## src/rtl/rgb_pwm_fader.sv

```systemverilog
// RGB LED fader: accepts a 24-bit target colour, ramps each channel one LSB per
// step toward it, and drives active-low LED pins with glitch-free per-channel PWM.

module rgb_pwm_fader_lane #(
    parameter int PWM_BITS = 8
) (
    input  logic                clk,
    input  logic                rst_n,
    input  logic                load,
    input  logic                step,
    input  logic                reload,
    input  logic [PWM_BITS-1:0] tgt_in,
    input  logic [PWM_BITS-1:0] pwm_cnt,
    output logic [PWM_BITS-1:0] level,
    output logic                match_next,
    output logic                pin
);
    logic [PWM_BITS-1:0] tgt;
    logic [PWM_BITS-1:0] duty;
    logic [PWM_BITS-1:0] lvl_step;

    // One LSB toward the target; equal channels hold, so levels never wrap.
    always_comb begin
        lvl_step = level;
        if (level < tgt)
            lvl_step = level + PWM_BITS'(1);
        else if (level > tgt)
            lvl_step = level - PWM_BITS'(1);
    end

    assign match_next = (lvl_step == tgt);

    always_ff @(posedge clk or negedge rst_n) begin
        if (!rst_n) begin
            tgt   <= '0;
            level <= '0;
            duty  <= '0;
            pin   <= 1'b1;
        end else begin
            if (load)
                tgt <= tgt_in;
            if (step)
                level <= lvl_step;
            // Duty only changes at the period boundary so a period is never split.
            if (reload)
                duty <= level;
            pin <= !(pwm_cnt < duty);
        end
    end
endmodule

module rgb_pwm_fader #(
    parameter int PWM_BITS   = 8,
    parameter int STEP_TICKS = 46875
) (
    input  logic                  clk,
    input  logic                  rst_n,
    input  logic [PWM_BITS-1:0]   target_r,
    input  logic [PWM_BITS-1:0]   target_g,
    input  logic [PWM_BITS-1:0]   target_b,
    input  logic                  target_valid,
    output logic                  target_ready,
    output logic                  busy,
    output logic [3*PWM_BITS-1:0] level,
    output logic                  RGB_R,
    output logic                  RGB_G,
    output logic                  RGB_B
);
    localparam int NUM_LANES = 3;
    localparam int TW = $clog2(STEP_TICKS + 1);
    localparam logic [TW-1:0] TICK_LAST = TW'(STEP_TICKS - 1);

    typedef enum logic {IDLE, FADE} state_t;

    state_t                               state, state_nxt;
    logic [TW-1:0]                        tick;
    logic [PWM_BITS-1:0]                  pwm_cnt;
    logic [NUM_LANES-1:0][PWM_BITS-1:0]   tgt_bus;
    logic [NUM_LANES-1:0][PWM_BITS-1:0]   lvl_bus;
    logic [NUM_LANES-1:0]                 match_next;
    logic [NUM_LANES-1:0]                 pin;
    logic                                 accept;
    logic                                 tgt_eq;
    logic                                 step;
    logic                                 reload;

    // Lane 2 is red, lane 0 is blue, matching the {r,g,b} packing of level.
    assign tgt_bus = {target_r, target_g, target_b};
    assign level   = lvl_bus;
    assign RGB_R   = pin[2];
    assign RGB_G   = pin[1];
    assign RGB_B   = pin[0];

    assign target_ready = (state == IDLE);
    assign busy         = (state == FADE);
    assign accept       = target_valid && target_ready;
    assign tgt_eq       = (tgt_bus == lvl_bus);
    assign step         = (state == FADE) && (tick == TICK_LAST);
    assign reload       = &pwm_cnt;

    genvar i;
    generate
        for (i = 0; i < NUM_LANES; i++) begin : g_lane
            rgb_pwm_fader_lane #(.PWM_BITS(PWM_BITS)) u_lane (
                .clk        (clk),
                .rst_n      (rst_n),
                .load       (accept),
                .step       (step),
                .reload     (reload),
                .tgt_in     (tgt_bus[i]),
                .pwm_cnt    (pwm_cnt),
                .level      (lvl_bus[i]),
                .match_next (match_next[i]),
                .pin        (pin[i])
            );
        end
    endgenerate

    always_comb begin
        state_nxt = state;
        case (state)
            IDLE: if (accept && !tgt_eq) state_nxt = FADE;
            FADE: if (step && (&match_next)) state_nxt = IDLE;
            default: state_nxt = IDLE;
        endcase
    end

    always_ff @(posedge clk or negedge rst_n) begin
        if (!rst_n)
            state <= IDLE;
        else
            state <= state_nxt;
    end

    // Tick counter sits at 0 while idle, so every fade starts a full step interval.
    always_ff @(posedge clk or negedge rst_n) begin
        if (!rst_n)
            tick <= '0;
        else if (state != FADE || step)
            tick <= '0;
        else
            tick <= tick + TW'(1);
    end

    always_ff @(posedge clk or negedge rst_n) begin
        if (!rst_n)
            pwm_cnt <= '0;
        else
            pwm_cnt <= pwm_cnt + PWM_BITS'(1);
    end
endmodule

```

## config.mk

```make
export PLATFORM = sky130hd
export DESIGN_NAME = rgb_pwm_fader
export DESIGN_NICKNAME = d
export VERILOG_FILES = /design/src/rtl/rgb_pwm_fader.sv
export SDC_FILE = /design/constraint.sdc
export NUM_CORES = 1
export LEC_CHECK = 0
export BUFFER_PORTS_ARGS = -buffer_cell sky130_fd_sc_hd__buf_2
export CAP_MARGIN = 20
export CELL_PAD_IN_SITES_DETAIL_PLACEMENT = 1
export CELL_PAD_IN_SITES_GLOBAL_PLACEMENT = 2
export CORE_MARGIN = 8
export CORE_UTILIZATION = 41
export CTS_CLUSTER_DIAMETER = 200
export DETAILED_ROUTE_END_ITERATION = 16
export GPL_TIMING_DRIVEN = 0
export PLACE_DENSITY = 0.89
export SLEW_MARGIN = 20
export SYNTH_ARGS = -nofsm -noshare
export SYNTH_HDL_FRONTEND = slang
export SYNTH_SLANG_ARGS = --single-unit
```

## constraint.sdc

```tcl
create_clock -name clk -period 6.9 [get_ports clk]
set_clock_uncertainty 0.05 [all_clocks]
set_input_delay 1.725 -clock clk [delete_from_list [all_inputs] [get_ports clk]]
set_output_delay 1.725 -clock clk [all_outputs]
set_load 0.01 [all_outputs]
```

### Word level (Yosys, flattened, before mapping)

Index checks and enable logic that the tools add are counted.

| word-level totals | value |
|---|---|
| flip-flop bits (word level) | 100 |
| input port bits | 27 |
| output and inout bits | 29 |
| logic and storage cells | 59 |

| cells by class | value |
|---|---|
| $add $sub $neg | 8 |
| $lt $le $gt $ge | 9 |
| equal/unequal tests | 5 |
| multiplexer cells | 10 |
| bitwise gates (word level) | 1 |
| reduce and logical (&&, ||, !) cells | 11 |

Operator list:

| kind | number |
|---|---|
| $lt 8x8->1 | 6 |
| $mux 8 | 6 |
| $add 8x1->8 const B | 4 |
| $eq 24x24->1 | 1 |
| $eq 8x8->1 | 3 |
| $gt 8x8->1 | 3 |
| $sub 8x1->8 const B | 3 |
| $add 16x1->16 const B | 1 |
| $eq 16x16->1 const B | 1 |
| $mux 16 | 1 |
| $reduce_and 8->1 | 1 |
| $logic_and 1x1->1 | 4 |
| $logic_not 1->1 | 4 |
| $reduce_and 3->1 | 1 |
| $mux 1 | 2 |
| $pmux 1 s2 | 1 |
| $logic_or 1x1->1 | 1 |
| $not 1->1 | 1 |

### Logic depth before layout (Yosys ltp)

| logic depth | value |
|---|---|
| depth in word-level cells | 8 |
| gate-level depth with buffers | 14 |
| mapped depth without buffers | 11 |

### Hierarchy

From an unflattened synthesis, not the netlist that was laid out.

| unflattened totals | value |
|---|---|
| cells, all modules | 703 |
| area total of the unflattened synthesis | 6,552.5 sq um |

Modules (own cells, without submodules):

| module | times used | cells each | area an instance (sq um) |
|---|---|---|---|
| rgb_pwm_fader_lane | 3 | 186 | 1,702.9 |
| rgb_pwm_fader | 1 | 145 | 1,443.9 |

### Worst setup path before layout

Ideal clock, no wire load.

| timing path | value |
|---|---|
| path type | input to register |
| start | in target_r[7] |
| end | reg state (netlist: busy) |
| setup time | 0.130 ns |
| data arrival time | 3.132 ns |
| required time | 6.720 ns |
| path slack | 3.589 ns |
| stages on the path | 9 |
| buffers on the path | 0 |
| cell sequence | xor2_1 > nor4_1 > nand4_1 > o31a_1 > a31oi_1 > o211ai_1 > nor4_1 > nor4b_2 > a31oi_1 |

| between the ends | value |
|---|---|
| word-level cells in the longest chain between the ends | 5 |

RTL lines:

| what | line | RTL |
|---|---|---|
| start, declared | 58 | `input logic [PWM_BITS-1:0] target_r,` |
| $eq 24x24->1 | 97 | `assign tgt_eq = (tgt_bus == lvl_bus);` |
| $logic_not 1->1 | 122 | `IDLE: if (accept && !tgt_eq) state_nxt = FADE;` |
| $logic_and 1x1->1 | 122 |  |
| $mux 1 | 122 |  |
| $pmux 1 s2 | 121 | `case (state)` |
| via state_nxt | 75 | `state_t state, state_nxt;` |
| end signal, assigned | 132 | `state <= state_nxt;` |
| end, declared | 75 |  |

The timed path passes the listed nets, and every way through them passes these cells.
A chain may end at the register's enable or synchronous reset.

### Worst setup path after layout

| timing path | value |
|---|---|
| start | reg g_lane[2].u_lane.level[0] |
| end | reg state (netlist: busy) |

| between the ends | value |
|---|---|
| word-level cells in the longest chain between the ends | 8 |
| elaborated cells between the ends (all ways) | 15 |
| classes of those cells | 2 x add/sub; 2 x order compare; 2 x eq/ne; 5 x mux; 4 x reduce/logical |

RTL lines:

| what | line | RTL |
|---|---|---|
| start, declared | 14 | `output logic [PWM_BITS-1:0] level,` |
| start signal, assigned | 43 | `level <= lvl_step;` |
| $sub 8x1->8 / $gt 8x8->1 (equally long branches) | 28, 27 |  |
| $mux 8 | 27 | `else if (level > tgt)` |
| $mux 8 | 25 | `if (level < tgt)` |
| $eq 8x8->1 | 31 | `assign match_next = (lvl_step == tgt);` |
| $reduce_and 3->1 | 123 | `FADE: if (step && (&match_next)) state_nxt = IDLE;` |
| $logic_and 1x1->1 | 123 |  |
| $mux 1 | 123 |  |
| $pmux 1 s2 * | 121 |  |
| via state_nxt | 75 |  |

Mark *: on every way through the listed nets, which the timed path passes. The rest lies on a longest branch.

==> impl_metrics.py <==
metrics = {
    "logic_synthesis": {
        "ys_seq_area_share_pct": 36.3,
        "synth-compound-area-share_pct": 14.9,
        "synth_flop_cell": "dfrtp_1",
        "synth_edf_count": 0,
        "synthSimpleGateAreaFrac_pct": 18.6,
        "ys_top_cells_by_count": "dfrtp_1 (97), nand2_1 (94), o21ai_0 (62), xnor2_1 (60), inv_1 (57)",
        "ys_types": 65,
        "synth_area_sq_um": 6900,
        "ys_ff_latch": 100,
        "synthMuxAreaShare_pct": 1.71,
        "postSynthAreaPerCell_sq_um": 8.84,
        "synth_top_cell_by_area": "dfrtp_1",
        "synthXorXnorAreaFrac_pct": 12.7,
        "synth_top_area_share_pct": 35.2,
        "synthAdderAreaFrac_pct": 9.80,
        "ys_top_cells_by_area": "dfrtp_1 (35%), ha_1 (9.8%), xnor2_1 (7.6%), nand2_1 (5.1%), xor2_1 (5.1%)",
        "yosysMostFrequentCell": "dfrtp_1",
        "netlist_instances": 780,
        "syn_nets": 861,
        "synth_top_family_by_area": "simple AND/OR/NAND/NOR gates",
        "async_reset_ff_share_pct": 100,
        "yosysWarnings": 0,
    },
    "placement": {
        "dp_hpwl_um": 17400,
        "port_buffers": 55,
        "dpl_cell_area_sq_um": 7480,
        "place.gp.congestion": 1.00,
    },
    "setup_path": {
        "worstPathMaxFanout": 7,
        "r2r-start": "g_lane[2].u_lane.level[0]",
        "start_kind": "flip-flop",
        "cp-startpoint": "g_lane[2].u_lane.level[0]",
        "crit_type": "reg -> reg",
        "end_kind": "flip-flop",
        "worstPathRequired_ns": 7.08,
        "arrival_ns": 3.66,
    },
    "detailed_routing": {
        "wl_per_cell_um": 20.7,
        "final_antenna_net_count": 0,
        "routed_wl_um": 22200,
        "drc": 0,
        "first_pass_iters": 5,
        "drt_iter0_drc": 397,
        "viasPerCell": 5.58,
        "dr_total_vias": 5977,
    },
    "timing": {
        "relSlewSlack_pct": 48.0,
        "finalMaxSlewViolations": 0,
        "worst_pin_slew_ns": 0.776,
        "setup_viol": 0,
        "period_share_pct": 50.4,
        "final_hold_viol_count": 0,
        "fmax_mhz": 288,
        "rsz0062_at_grt": "no",
        "fin_crit_ns": 3.48,
        "tns_ns": 0,
    },
    "clock_tree": {
        "cts_buffer_depth": 2,
        "h-tree-depth": 3,
        "cts.sinks": 100,
        "cts_tree": "done",
        "path_clk_slew_ns": 0.07,
        "clk_latency_ns": 0.35,
        "numCtsBuffers": 9,
        "holdBufCountCts": 0,
        "cts_resized": 0,
        "cts_root_buffer": "clkbuf_16",
        "post_cts_buffers": 0,
    },
    "finish": {
        "nNetsFinal": 928,
        "area_delta_synth_final_pct": 13.2,
        "n_fill_cell": 1978,
        "drive_above_1_share_pct": 13.3,
        "design_area_sq_um": 7810,
        "diodes": 0,
    },
    "grt": {
        "grt.total_usage_pct": 21.4,
        "grt_antenna_before_repair": 0,
        "grt_max_degree": 63,
        "grt_pass1_wl_um": 36200,
        "grt_pass1_vias": 6455,
        "grt.overflow.total": 0,
    },
    "run_status": {
        "outcome": "completed",
    },
    "floorplan": {
        "dieArea_sq_um": 21200,
        "row_count": 47,
        "die_y_um": 146,
        "die_x_um": 146,
        "core_sq_um": 16500,
        "io_pins": 56,
        "start_util_pct": 41.7,
    },
    "min_path": {
        "worstHoldPathType": "reg -> reg",
        "worstHoldStart": "g_lane[1].u_lane.duty[0]",
    },
    "power": {
        "ir_drop_mv": 0.150,
        "leakagePower_nw": 3.61,
        "power_density_nw_per_um2": 226,
    },
    "run": {
        "max_cap_viol_count": 0,
    },
}
==> final timing paths <==
| check | endpoint | slack (ns) | cells past startpoint |
|---|---|---|---|
| hold reg to reg | g_lane[1].u_lane.duty[0] | 0.46 | 1 |
| hold / removal | g_lane[1].u_lane.duty[0] | 0.46 | 1 |
| max in group asynchronous | g_lane[0].u_lane.tgt[2] | 4.91 | 2 |
| setup / recovery | busy | 3.42 | 13 |
| min in group asynchronous | g_lane[2].u_lane.duty[6] | 1.23 | 1 |
| setup reg to reg | busy | 3.42 | 13 |
==> cell usage in the layout (no fill, tap or decap), types with 5 or more instances in the layout <==
| cell type | count |
|---|---|
| nand3_1 | 26 |
| a31oi_1 | 5 |
| ha_1 | 54 |
| nand4_1 | 16 |
| clkbuf_16 | 9 |
| a21oi_1 | 23 |
| clkbuf_1 | 25 |
| xor2_1 | 40 |
| nand2b_1 | 8 |
| mux2_2 | 6 |
| nor4_1 | 8 |
| mux2i_1 | 5 |
| xnor2_1 | 60 |
| and3_1 | 13 |
| o21ai_0 | 62 |
| buf_2 | 68 |
| a21o_1 | 15 |
| nand2_1 | 94 |
| nor2_1 | 47 |
| nor2b_1 | 7 |
| inv_1 | 57 |
| nor3_1 | 12 |
| dfrtp_1 | 97 |
==> through the flow <==
stage / hold WS [ns] / util (%) / cells / setup slack, ns / total power [mW]
final: 0.465 / 47.3 / 1072 / 3.42 / 1.76
after global routing: 0.489 / 47.3 / 1072 / 3.23 / 1.86
after CTS: 0.469 / 47.3 / 1072 / 3.44 / 1.78
after detailed placement: 0.453 / 45.3 / 1056 / 3.09 / 1.20
after global placement: 0.446 / 45.1 / 1055 / 2.87 / 1.17
after floorplan: 0.424 / - / 780 / 3.59 / 1.04
==> worst max-delay path, stage by stage (launching register included) <==
cell and delay (ns):
dfrtp_1 0.39, clkbuf_1 0.40, inv_1 0.20, ha_1 0.24, and2b_1 0.23, o21bai_4 0.07, a21o_1 0.19, and2_1 0.18
buf_6 0.13, mux2i_1 0.16, xnor2_1 0.40, o2111ai_1 0.25, nor4b_2 0.34, a31oi_1 0.13
==> power breakdown <==
part           leakage [nW]  internal, mW  total [mW]  switching [mW]
combinational          2.14         0.193       0.483           0.291
sequential             1.32         0.648       0.713          0.0648
clock                 0.158         0.331       0.567           0.236
==> cells by family (layout without fill, tap and decap cells) <==
group / Yosys count / in the layout
and+or+nand+nor: 259 / 259
AOI/OAI and AO/OA: 157 / 157
xor gates and xnor gates: 100 / 100
DFF: 100 / 100
buffers and inverters: 99 / 171
adders and majority gates: 54 / 54
muxes: 11 / 11
==> sequential cells by signal, summed over array words and instances, names as in the netlist <==
signal and flops:
busy 1, g_lane.u_lane.duty 24, g_lane.u_lane.level 24, g_lane.u_lane.pin 3
g_lane.u_lane.tgt 24, pwm_cnt 8, tick 16
==> final cells by class <==
| type | instances | area (sq um) | share of cell area (%) |
|---|---|---|---|
| buffer | 42 | 198 | 2.53 |
| clock buffer | 12 | 246 | 3.16 |
| clock inverter | 4 | 77.6 | 0.993 |
| inverter | 57 | 214 | 2.74 |
| multi-input combinational | 581 | 3980 | 51.0 |
| sequential | 100 | 2510 | 32.1 |
| tap | 220 | 275 | 3.53 |
| timing repair buffer | 56 | 309 | 3.96 |
==> metal layers <==
layer | vias up | global-route usage, % | share of wire (%)
met3 | 33 | 3.51 | 4.8
met2 | 140 | 35.3 | 47
li1 | 2807 | - | -
met1 | 2997 | 27.8 | 46
met5 | - | 0 | 0
met4 | 0 | 7.81 | 2.3
Power figures use the tool's default switching activity.
